**src/rtl/q_episode_ctrl_if.sv**
```systemverilog
// Q-table read port and Q-update request bundle for the episode controller.
interface q_episode_ctrl_if;
  logic        [5:0]  q_rd_state;
  logic        [1:0]  q_rd_act;
  logic signed [31:0] q_rd_data;
  logic               upd_valid;
  logic               upd_ready;
  logic        [5:0]  upd_state;
  logic        [1:0]  upd_action;
  logic signed [31:0] upd_max_q;
  logic signed [31:0] upd_reward;

  modport master (
    output q_rd_state, q_rd_act,
    input  q_rd_data,
    output upd_valid,
    input  upd_ready,
    output upd_state, upd_action, upd_max_q, upd_reward
  );

  modport slave (
    input  q_rd_state, q_rd_act,
    output q_rd_data,
    input  upd_valid,
    output upd_ready,
    input  upd_state, upd_action, upd_max_q, upd_reward
  );
endinterface

```
**src/rtl/q_episode_ctrl.sv**
```systemverilog
// Q-learning episode sequencer for a 6x6 maze: scan, epsilon-greedy choose, move, scan next, issue update.
// Optional EPS_DECAY_EN: per-run epsilon register that decays by one per episode.
module q_episode_ctrl #(
  parameter int          N_EPISODES  = 100,
  parameter int          MAX_STEPS   = 64,
  parameter int          START_STATE = 0,
  parameter int          GOAL_STATE  = 35,
  parameter logic [7:0]  EPS_THRESH  = 8'd26,
  parameter int          REWARD_GOAL = 10,
  parameter int          REWARD_WALL = -1,
  parameter logic [15:0] LFSR_SEED   = 16'hACE1
) (
  input  logic             clk,
  input  logic             rst,
  input  logic             start,
  input  logic [35:0]      wall_map,
  output logic             busy,
  output logic             done,
  output logic [15:0]      episode_cnt,
  output logic [7:0]       step_cnt,
  output logic [5:0]       cur_state,
  q_episode_ctrl_if.master bus
);

  typedef enum logic [3:0] {
    S_IDLE, S_EP_INIT, S_SCAN_CUR, S_CHOOSE, S_MOVE,
    S_SCAN_NEXT, S_ISSUE, S_ADVANCE, S_EP_END, S_DONE
  } state_t;

  state_t state, nxt;

  logic [15:0]        lfsr;
  logic [2:0]         scan_cnt;
  logic signed [31:0] run_max;
  logic [1:0]         run_arg;
  logic [1:0]         action;
  logic [5:0]         next_state;
  logic signed [31:0] reward;
  logic [7:0]         eps_cur;

  logic scanning, scan_last, idle_like;
  assign scanning  = (state == S_SCAN_CUR) || (state == S_SCAN_NEXT);
  assign scan_last = (scan_cnt == 3'd4);
  assign idle_like = (state == S_IDLE) || (state == S_DONE);

`ifdef EPS_DECAY_EN
  logic [7:0] eps;
  always_ff @(posedge clk or posedge rst) begin
    if (rst)                            eps <= EPS_THRESH;
    else if (idle_like && start)        eps <= EPS_THRESH;
    else if (state == S_EP_END && eps != 8'd0) eps <= eps - 8'd1;
  end
  assign eps_cur = eps;
`else
  assign eps_cur = EPS_THRESH;
`endif

  // Running max including the sample arriving this cycle; first sample seeds it.
  logic signed [31:0] scan_max;
  logic [1:0]         scan_arg;
  always_comb begin
    scan_max = run_max;
    scan_arg = run_arg;
    if (scan_cnt == 3'd1 || bus.q_rd_data > run_max) begin
      scan_max = bus.q_rd_data;
      scan_arg = 2'(scan_cnt - 3'd1);
    end
  end

  // Maze movement: off-grid or blocked target keeps the agent in place.
  logic [5:0]         row, col, tgt, mv_next;
  logic               off, blocked;
  logic signed [31:0] mv_rew;
  always_comb begin
    row = cur_state / 6'd6;
    col = cur_state % 6'd6;
    off = 1'b0;
    tgt = cur_state;
    case (action)
      2'd0: begin off = (row == 6'd0); tgt = cur_state - 6'd6; end
      2'd1: begin off = (col == 6'd5); tgt = cur_state + 6'd1; end
      2'd2: begin off = (row == 6'd5); tgt = cur_state + 6'd6; end
      default: begin off = (col == 6'd0); tgt = cur_state - 6'd1; end
    endcase
    blocked = off || wall_map[tgt];
    mv_next = blocked ? cur_state : tgt;
    if (blocked)                      mv_rew = 32'(REWARD_WALL);
    else if (tgt == 6'(GOAL_STATE))   mv_rew = 32'(REWARD_GOAL);
    else                              mv_rew = '0;
  end

  logic [7:0] step_inc;
  logic       ep_end, explore;
  assign step_inc = step_cnt + 8'd1;
  assign ep_end   = (next_state == 6'(GOAL_STATE)) || (step_inc == 8'(MAX_STEPS));
  assign explore  = (lfsr[7:0] < eps_cur);

  always_comb begin
    nxt = state;
    case (state)
      S_IDLE:      if (start) nxt = S_EP_INIT;
      S_EP_INIT:   nxt = S_SCAN_CUR;
      S_SCAN_CUR:  if (scan_last) nxt = S_CHOOSE;
      S_CHOOSE:    nxt = S_MOVE;
      S_MOVE:      nxt = S_SCAN_NEXT;
      S_SCAN_NEXT: if (scan_last) nxt = S_ISSUE;
      S_ISSUE:     if (bus.upd_ready) nxt = S_ADVANCE;
      S_ADVANCE:   nxt = ep_end ? S_EP_END : S_SCAN_CUR;
      S_EP_END:    nxt = (episode_cnt == 16'(N_EPISODES)) ? S_DONE : S_EP_INIT;
      S_DONE:      if (start) nxt = S_EP_INIT;
      default:     nxt = S_IDLE;
    endcase
  end

  always_comb begin
    busy           = !idle_like;
    done           = (state == S_DONE);
    bus.upd_valid  = (state == S_ISSUE);
    bus.q_rd_state = '0;
    bus.q_rd_act   = '0;
    if (scanning && !scan_last) begin
      bus.q_rd_state = (state == S_SCAN_CUR) ? cur_state : next_state;
      bus.q_rd_act   = scan_cnt[1:0];
    end
  end

  always_ff @(posedge clk or posedge rst) begin
    if (rst) begin
      state          <= S_IDLE;
      lfsr           <= LFSR_SEED;
      scan_cnt       <= '0;
      run_max        <= '0;
      run_arg        <= '0;
      action         <= '0;
      next_state     <= '0;
      reward         <= '0;
      episode_cnt    <= '0;
      step_cnt       <= '0;
      cur_state      <= 6'(START_STATE);
      bus.upd_state  <= '0;
      bus.upd_action <= '0;
      bus.upd_max_q  <= '0;
      bus.upd_reward <= '0;
    end else begin
      state <= nxt;
      lfsr  <= {lfsr[0] ^ lfsr[2] ^ lfsr[3] ^ lfsr[5], lfsr[15:1]};
      case (state)
        S_DONE: if (start) episode_cnt <= '0;
        S_EP_INIT: begin
          cur_state <= 6'(START_STATE);
          step_cnt  <= '0;
        end
        S_SCAN_CUR, S_SCAN_NEXT: begin
          scan_cnt <= scan_last ? 3'd0 : scan_cnt + 3'd1;
          if (scan_cnt != 3'd0) begin
            run_max <= scan_max;
            run_arg <= scan_arg;
          end
          // The request is latched here and held untouched through ISSUE.
          if (state == S_SCAN_NEXT && scan_last) begin
            bus.upd_state  <= cur_state;
            bus.upd_action <= action;
            bus.upd_max_q  <= scan_max;
            bus.upd_reward <= reward;
          end
        end
        S_CHOOSE: action <= explore ? lfsr[9:8] : run_arg;
        S_MOVE: begin
          next_state <= mv_next;
          reward     <= mv_rew;
        end
        S_ADVANCE: begin
          cur_state <= next_state;
          step_cnt  <= step_inc;
          if (ep_end) episode_cnt <= episode_cnt + 16'd1;
        end
        default: ;
      endcase
    end
  end

endmodule

```
**src/flat_wrapper.sv**
```systemverilog
// flat-port wrapper written by rule: the top's interface ports become plain ports
module q_episode_ctrl_flat 
#(
  parameter int          N_EPISODES  = 100,
  parameter int          MAX_STEPS   = 64,
  parameter int          START_STATE = 0,
  parameter int          GOAL_STATE  = 35,
  parameter logic [7:0]  EPS_THRESH  = 8'd26,
  parameter int          REWARD_GOAL = 10,
  parameter int          REWARD_WALL = -1,
  parameter logic [15:0] LFSR_SEED   = 16'hACE1
)
  (clk, rst, start, wall_map, busy, done, episode_cnt, step_cnt, cur_state, bus_q_rd_state, bus_q_rd_act, bus_q_rd_data, bus_upd_valid, bus_upd_ready, bus_upd_state, bus_upd_action, bus_upd_max_q, bus_upd_reward);
  q_episode_ctrl_if bus_i ();
  input  logic clk;
  input  logic rst;
  input  logic start;
  input  logic [35:0] wall_map;
  output logic busy;
  output logic done;
  output logic [15:0] episode_cnt;
  output logic [7:0] step_cnt;
  output logic [5:0] cur_state;
  output wire logic [$bits(bus_i.q_rd_state)-1:0] bus_q_rd_state;
  output wire logic [$bits(bus_i.q_rd_act)-1:0] bus_q_rd_act;
  input wire logic [$bits(bus_i.q_rd_data)-1:0] bus_q_rd_data;
  output wire logic [$bits(bus_i.upd_valid)-1:0] bus_upd_valid;
  input wire logic [$bits(bus_i.upd_ready)-1:0] bus_upd_ready;
  output wire logic [$bits(bus_i.upd_state)-1:0] bus_upd_state;
  output wire logic [$bits(bus_i.upd_action)-1:0] bus_upd_action;
  output wire logic [$bits(bus_i.upd_max_q)-1:0] bus_upd_max_q;
  output wire logic [$bits(bus_i.upd_reward)-1:0] bus_upd_reward;
  assign bus_q_rd_state = bus_i.q_rd_state;
  assign bus_q_rd_act = bus_i.q_rd_act;
  assign bus_i.q_rd_data = bus_q_rd_data;
  assign bus_upd_valid = bus_i.upd_valid;
  assign bus_i.upd_ready = bus_upd_ready;
  assign bus_upd_state = bus_i.upd_state;
  assign bus_upd_action = bus_i.upd_action;
  assign bus_upd_max_q = bus_i.upd_max_q;
  assign bus_upd_reward = bus_i.upd_reward;
  q_episode_ctrl #(.N_EPISODES(N_EPISODES), .MAX_STEPS(MAX_STEPS), .START_STATE(START_STATE), .GOAL_STATE(GOAL_STATE), .EPS_THRESH(EPS_THRESH), .REWARD_GOAL(REWARD_GOAL), .REWARD_WALL(REWARD_WALL), .LFSR_SEED(LFSR_SEED)) u_core (.clk(clk), .rst(rst), .start(start), .wall_map(wall_map), .busy(busy), .done(done), .episode_cnt(episode_cnt), .step_cnt(step_cnt), .cur_state(cur_state), .bus(bus_i));
endmodule
```
**config.mk**
```make
export PLATFORM = sky130hd
export DESIGN_NAME = q_episode_ctrl_flat
export DESIGN_NICKNAME = d
export VERILOG_FILES = /design/src/rtl/q_episode_ctrl_if.sv /design/src/rtl/q_episode_ctrl.sv /design/src/flat_wrapper.sv
export SDC_FILE = /design/constraint.sdc
export NUM_CORES = 1
export LEC_CHECK = 0
export CORE_AREA = 2 2 176 126
export CTS_BUF_LIST = sky130_fd_sc_hd__clkbuf_2 sky130_fd_sc_hd__clkbuf_4 sky130_fd_sc_hd__clkbuf_8
export CTS_CLUSTER_SIZE = 16
export DETAILED_ROUTE_END_ITERATION = 10
export DIE_AREA = 0 0 178 128
export RECOVER_POWER = 25
export SLEW_MARGIN = 20
export SYNTH_ARGS = -nofsm -noshare
export SYNTH_HDL_FRONTEND = slang
export SYNTH_SLANG_ARGS = --single-unit
```
**constraint.sdc**
```tcl
create_clock -name clk -period 4.9 [get_ports clk]
set_clock_uncertainty 0.15 [all_clocks]
set_input_delay 0.735 -clock clk [delete_from_list [all_inputs] [get_ports clk]]
set_output_delay 0.735 -clock clk [all_outputs]
set_load 0.02 [all_outputs]
```
==> results of run 1 <==
==> stage by stage <==
stage / hold slack, ns / cell area, µm² / instances
floorplan: 0.183 / 8300 / 828
global placement: 0.187 / 10300 / 1246
detailed placement: 0.190 / 10300 / 1246
CTS: 0.203 / 10700 / 1278
global route: 0.219 / 10700 / 1278
finish: 0.197 / 10700 / 1278
==> worst reg2reg max path, stage by stage (launching register included) <==
cell	delay [ns]
dfrtp_1	0.56
ha_1	0.35
inv_1	0.13
ha_1	0.29
a211oi_1	0.37
o21ai_0	0.18
a31oi_1	0.59
nand4b_1	0.22
and4_4	0.26
nor3_4	0.39
mux2i_1	0.23
o21ai_0	0.10
==> flip-flops by register name, indices dropped and copies added (netlist names) <==
register,flops
u_core.run_max,32
u_core.scan_cnt,3
u_core.bus.upd_action,2
u_core.bus.upd_reward,2
u_core.lfsr,16
u_core.episode_cnt,16
u_core.bus.upd_max_q,32
u_core.cur_state,6
u_core.step_cnt,8
u_core.state,4
u_core.action,2
u_core.next_state,6
u_core.reward,2
u_core.bus.upd_state,6
u_core.run_arg,2
==> cell families after synthesis <==
family | after synthesis
AO/OA/AOI/OAI | 151
XOR/XNOR | 27
adder cells (fa/ha/maj) | 52
buffers and inverters | 115
flip-flops | 139
multiplexers | 104
AND/OR/NAND/NOR | 240
==> layout make-up <==
class                           count  area (µm²)  area share [%]
Multi-Input combinational cell    574        4260            39.8
Sequential cell                   139        3490            32.6
Timing Repair Buffer              199        1950            18.2
Tap cell                          282         353            3.30
Clock buffer                       17         234            2.19
Clock inverter                     15         210            1.97
Inverter                           52         199            1.86
==> routing by layer <==
metal / global-route usage [%] / vias up / part of all wire (%)
li1: - / 3210 / -
met4: 4.05 / 0 / 0.82
met5: 0 / - / 0
met2: 25.4 / 166 / 40
met1: 29.1 / 3098 / 54
met3: 3.97 / 13 / 5.4
==> path summary, 6_finish.rpt <==
kind	startpoint	cells past startpoint	endpoint	slack [ns]
max reg2reg	u_core.action[0]	11	u_core.next_state[2]	0.96
min in group asynchronous	rst	2	u_core.episode_cnt[9]	1.21
min	u_core.lfsr[14]	0	u_core.lfsr[13]	0.20
max in group asynchronous	rst	3	u_core.bus.upd_max_q[27]	2.19
min reg2reg	u_core.lfsr[14]	0	u_core.lfsr[13]	0.20
max	u_core.state[0]	6	bus_q_rd_act[1]	0.75
==> where the power goes <==
group | switching [mW] | total [mW] | internal [mW]
Clock | 0.495 | 1.06 | 0.565
Combinational | 2.23 | 4.28 | 2.05
Sequential | 0.410 | 1.94 | 1.53
Total | 3.14 | 7.28 | 4.15
==> synthesized netlist by cell type, types with 11 or more instances <==
master and n:
a21oi_1 59, nor2_1 87, xor2_1 15, dfrtp_1 131, nand4_1 16, ha_1 50, nor3_1 12, nand3_1 15
o21ai_0 34, inv_1 52, nand2_1 57, clkbuf_1 21, a21o_1 13, xnor2_1 11, mux2_2 43, mux2i_1 51
buf_4 33
==> flow_summary.toml, run 1 <==
[floorplanning]
die_area_um2 = 22800
core-area_um2 = 21200
initial_core_util_pct = 39.1
die_w_um = 178
std_cell_rows = 45
die_h_um = 128
pin_count = 185

[setup_path]
critical-path-max-stage-delay_ns = 0.67
critPathRequiredTime_ns = 4.01
cp-end-kind = "output pin"
timing.critical_path.cells = "inv_1 -> or3_1 -> a21oi_1 -> nand2_1 -> nor2_1 -> clkdlybuf4s50_1"
critPathArrivalTime_ns = 3.26
crit_fanout = 9
critPathSlowestCell = "clkdlybuf4s50_1"
critPathBufInv = 2
crit_path_start_kind = "flop"
path_class = "reg -> out"
crit_family = "simple AND/OR/NAND/NOR gates"

[synth]
synth.distinct_cells = 69
synth_area_leaders = "dfrtp_1, ha_1, mux2i_1"
synth_top_area_cell = "dfrtp_1"
synth-simple-area-share_pct = 14.0
synthArstFlopShare_pct = 100
netlist.area_leader.share_pct = 39.5
synthAdderAreaFrac_pct = 8.02
synth-main-ff-cell = "dfrtp_1"
synth_compound_area_share_pct = 11.3
netlist_area_um2 = 8300
synth_nets = 952
synth-edff-count = 0
seq_area_frac_synth_pct = 42.0
syn_inst = 828
yosysWarnings = 0
synth_xor_area_share_pct = 2.94
postSynthAreaPerCell_um2 = 10.0
synth_top_family_by_area = "multiplexers"
ys_ff_latch = 139
muxShareOfSynthArea_pct = 14.9

[layout]
mostFrequentLayoutCells = "clkdlybuf4s50_1, dfrtp_1, nor2_1"
nets = 1107
syn_to_final_growth_pct = 28.7
utilization_pct = 50.4
diodes = 0
nFillCells = 1972
layout-drive-gt1-share_pct = 10.8
layout_commonest_cell = "clkdlybuf4s50_1"

[sta]
rsz0062_at_grt = "false"
setup_ws_ns = 0.753
period_needed_ns = 4.15
timing.final.crit_share_pct = 84.6
max_freq_mhz = 241
slew_headroom_pct = -36.4
report.final.setup_viol = 0
worst_pin_slew_ns = 2.05
setup_tns_ns = 0
finalMaxSlewViolations = 98
hold_viol_final = 0

[placement]
pre_cts_ws_ns = 0.785
hpwl_um = 14400
finalWeightedCongestion = 0.780
io_buffers = 184

[routing]
drt_iter0_markers = 313
drc = 0
ant_nets = 0
dr.pass1.iters = 5
drt-wirelength-per-cell_um = 15.7
drt-vias-per-instance = 5.08
vias = 6487
postRouteWirelength_um = 20100

[global_routing]
antenna_found_initial = 0
grt_start_max_net_pins = 98
grt.total_usage_pct = 18.4
grt_pass1_vias = 6228
grt_overflow_total = 0
grt_pass1_wl_um = 33100

[cts]
cts_setup_buffers = 0
htreeDepth = 4
clock_path_buffers = 2
numCtsBuffers = 17
cts_tree = "done"
holdBufCountCts = 0
clockRootBuffer = "clkbuf_8"
cts_resized = 0
insertion_delay_ns = 0.44
clkSinkCount = 139
path_clk_slew_ns = 0.08

[outcome]
violations = "capacitance limit, slew limit"
status = "complete, but fails checks"

[power]
total_power_mw = 7.28
p_leak_nw = 4.71
ir_drop_v = 0.000266
cellPowerDensity_nw_per_um2 = 681

[worst_hold_path]
hold_path.class = "reg -> reg"

[job]
maxCapViolations = 1
Note: power is estimated with default switching activity, not from simulation.
==> run 2, diff against run 1 <==
- clock period: 4.9 -> 3.9 ns (I/O delays scaled with it)
==> run 2 against run 1 <==
  * The flow finishes with violations (capacitance limit)
  * Worst hold slack gained 0.014 ns
  * Cell count grew 1.6%
  * Die area is the same
  * Core utilization grew 0.74 points
  * Wire length grew 2.0%
  * Setup slack lost 0.49 ns
  * Final area grew 1.5%
  * Via count grew 0.22%
  * Count of clock-buffer cells in the layout grew 2
==> flow_summary.toml, run 2 (same netlist as run 1, synthesis figures left out) <==
[global_routing]
met3_usage_pct = 3.50
met2_usage_pct = 25.9
grt_pass1_wl_um = 33500
grt-busiest-layer = "met1"
antenna_found_initial = 0
grt_pass1_vias = 6255
grt_overflow_total = 0
met1_usage_pct = 29.4
grt_start_max_net_pins = 75
grt.total_usage_pct = 18.6

[power]
p_leak_nw = 4.81
total_power_mw = 9.39
internal-power_mw = 5.39
power.switching_mw = 4.00
pwr-share-clk_pct = 11.9
sw_frac_of_total_pct = 42.6
cellPowerDensity_nw_per_um2 = 866
ir_drop_v = 0.000498
power_frac_comb_pct = 62.7
seqPwrFrac_pct = 25.4

[routing]
drt-wirelength-per-cell_um = 15.8
dr.pass1.iters = 4
drt_iter0_markers = 278
postRouteWirelength_um = 20500
ant_nets = 0
drc = 0
vias = 6501
drt-vias-per-instance = 5.00

[worst_hold_path]
hold_path.class = "reg -> reg"
min-delay-start = "u_core.lfsr[11]"

[setup_path]
cp-end-kind = "output pin"
crit_path_start_kind = "flop"
crit_fanout = 9
critPathRequiredTime_ns = 3.16
ff2ff_setup_slack_ns = 0.30
endpoint = "bus_q_rd_state[0]"
critPathLaunch = "u_core.state[0]"
ff2ff_path_depth = 14
path_class = "reg -> out"
critPathArrivalTime_ns = 2.90
r2r_end = "u_core.next_state[0]"
rr_startpoint = "u_core.action[1]"

[cts]
clkSinkCount = 139
numCtsBuffers = 17
insertion_delay_ns = 0.44
clock_path_buffers = 2
cts_resized = 0
holdBufCountCts = 0
path_clk_slew_ns = 0.08
cts_tree = "done"
clockRootBuffer = "clkbuf_8"
htreeDepth = 4
cts_setup_buffers = 0

[layout]
design_area_um2 = 10800
diodes = 0
nets = 1128
mostFrequentLayoutCells = "clkdlybuf4s50_1, dfrtp_1, nor2_1"
layout_commonest_cell = "clkdlybuf4s50_1"
reg.largest.list = "u_core.bus.upd_max_q x32, u_core.run_max x32"
syn_to_final_growth_pct = 30.6
utilization_pct = 51.1
layout-drive-gt1-share_pct = 13.0
nFillCells = 1979
layout.cells.non_filler = 1299

[sta]
worst_pin_slew_ns = 1.49
period_needed_ns = 3.64
max_freq_mhz = 275
setup_tns_ns = 0
timing.final.crit_share_pct = 93.2
setup_ws_ns = 0.264
report.final.setup_viol = 0
hold_viol_final = 0
rsz0062_at_grt = "false"
slew_headroom_pct = 0.898
hold-worst-slack_ns = 0.211
finalMaxSlewViolations = 0

[floorplanning]
die_h_um = 128
pin_count = 185
initial_core_util_pct = 39.1
core-area_um2 = 21200
die_w_um = 178
die_area_um2 = 22800
std_cell_rows = 45

[placement]
post-place-cells = 1267
pre_cts_ws_ns = -0.0779
hpwl_um = 14900
finalWeightedCongestion = 0.799
placed_cell_area_um2 = 10500
io_buffers = 184

[outcome]
violations = "capacitance limit"
status = "complete, but fails checks"

[job]
maxCapViolations = 1
==> run 2: cell count changes in the layout (fill, tap and decap cells not counted), moves of 2 or more <==
| cell | previous run | this run |
|---|---|---|
| bufinv_16 | 4 | 1 |
| buf_4 | 14 | 30 |
| clkinv_4 | 2 | 4 |
| inv_6 | 6 | 1 |
| clkinv_2 | 1 | 4 |
| buf_12 | 0 | 5 |
==> run 2: how the worst min path moves through the flow <==
stage / end / slack [ns] / cells past startpoint
after floorplan: u_core.lfsr[11] / 0.18 / 0
after global placement: u_core.lfsr[13] / 0.19 / 0
after detailed placement: u_core.lfsr[13] / 0.20 / 0
after CTS: u_core.lfsr[10] / 0.22 / 0
after global routing: u_core.lfsr[10] / 0.22 / 0
final: u_core.lfsr[10] / 0.21 / 0
==> run 2: power groups by stage <==
stage | registers, mW | logic (mW) | clock network (mW)
floorplan | 2.53 | 3.73 | 0
global placement | 2.40 | 5.85 | 0
detailed placement | 2.41 | 5.90 | 0
CTS | 2.39 | 5.93 | 1.17
global route | 2.46 | 6.48 | 1.23
finish | 2.38 | 5.89 | 1.12
==> run 2: final cells by class <==
class	count	area (µm²)	share of cell area, %
Tap cell	282	353	3.25
Multi-Input combinational cell	574	4260	39.3
Timing Repair Buffer	220	2170	20.0
Clock inverter	13	120	1.11
Inverter	52	196	1.81
Clock buffer	19	255	2.35
Sequential cell	139	3490	32.2
==> run 2: routing by layer <==
layer | vias up | part of all wire [%]
met4 | 0 | 0.88
li1 | 3266 | -
met1 | 3067 | 53
met2 | 155 | 40
met5 | - | 0
met3 | 13 | 5.5
==> run 2: worst max-delay path, cell delays in order (launching register included) <==
cell and delay [ns]:
dfrtp_1 0.53, inv_1 0.18, or3_1 0.39, a21oi_1 0.13
buf_4 0.17, nand2_1 0.22, nor2_1 0.20, clkdlybuf4s50_1 0.63
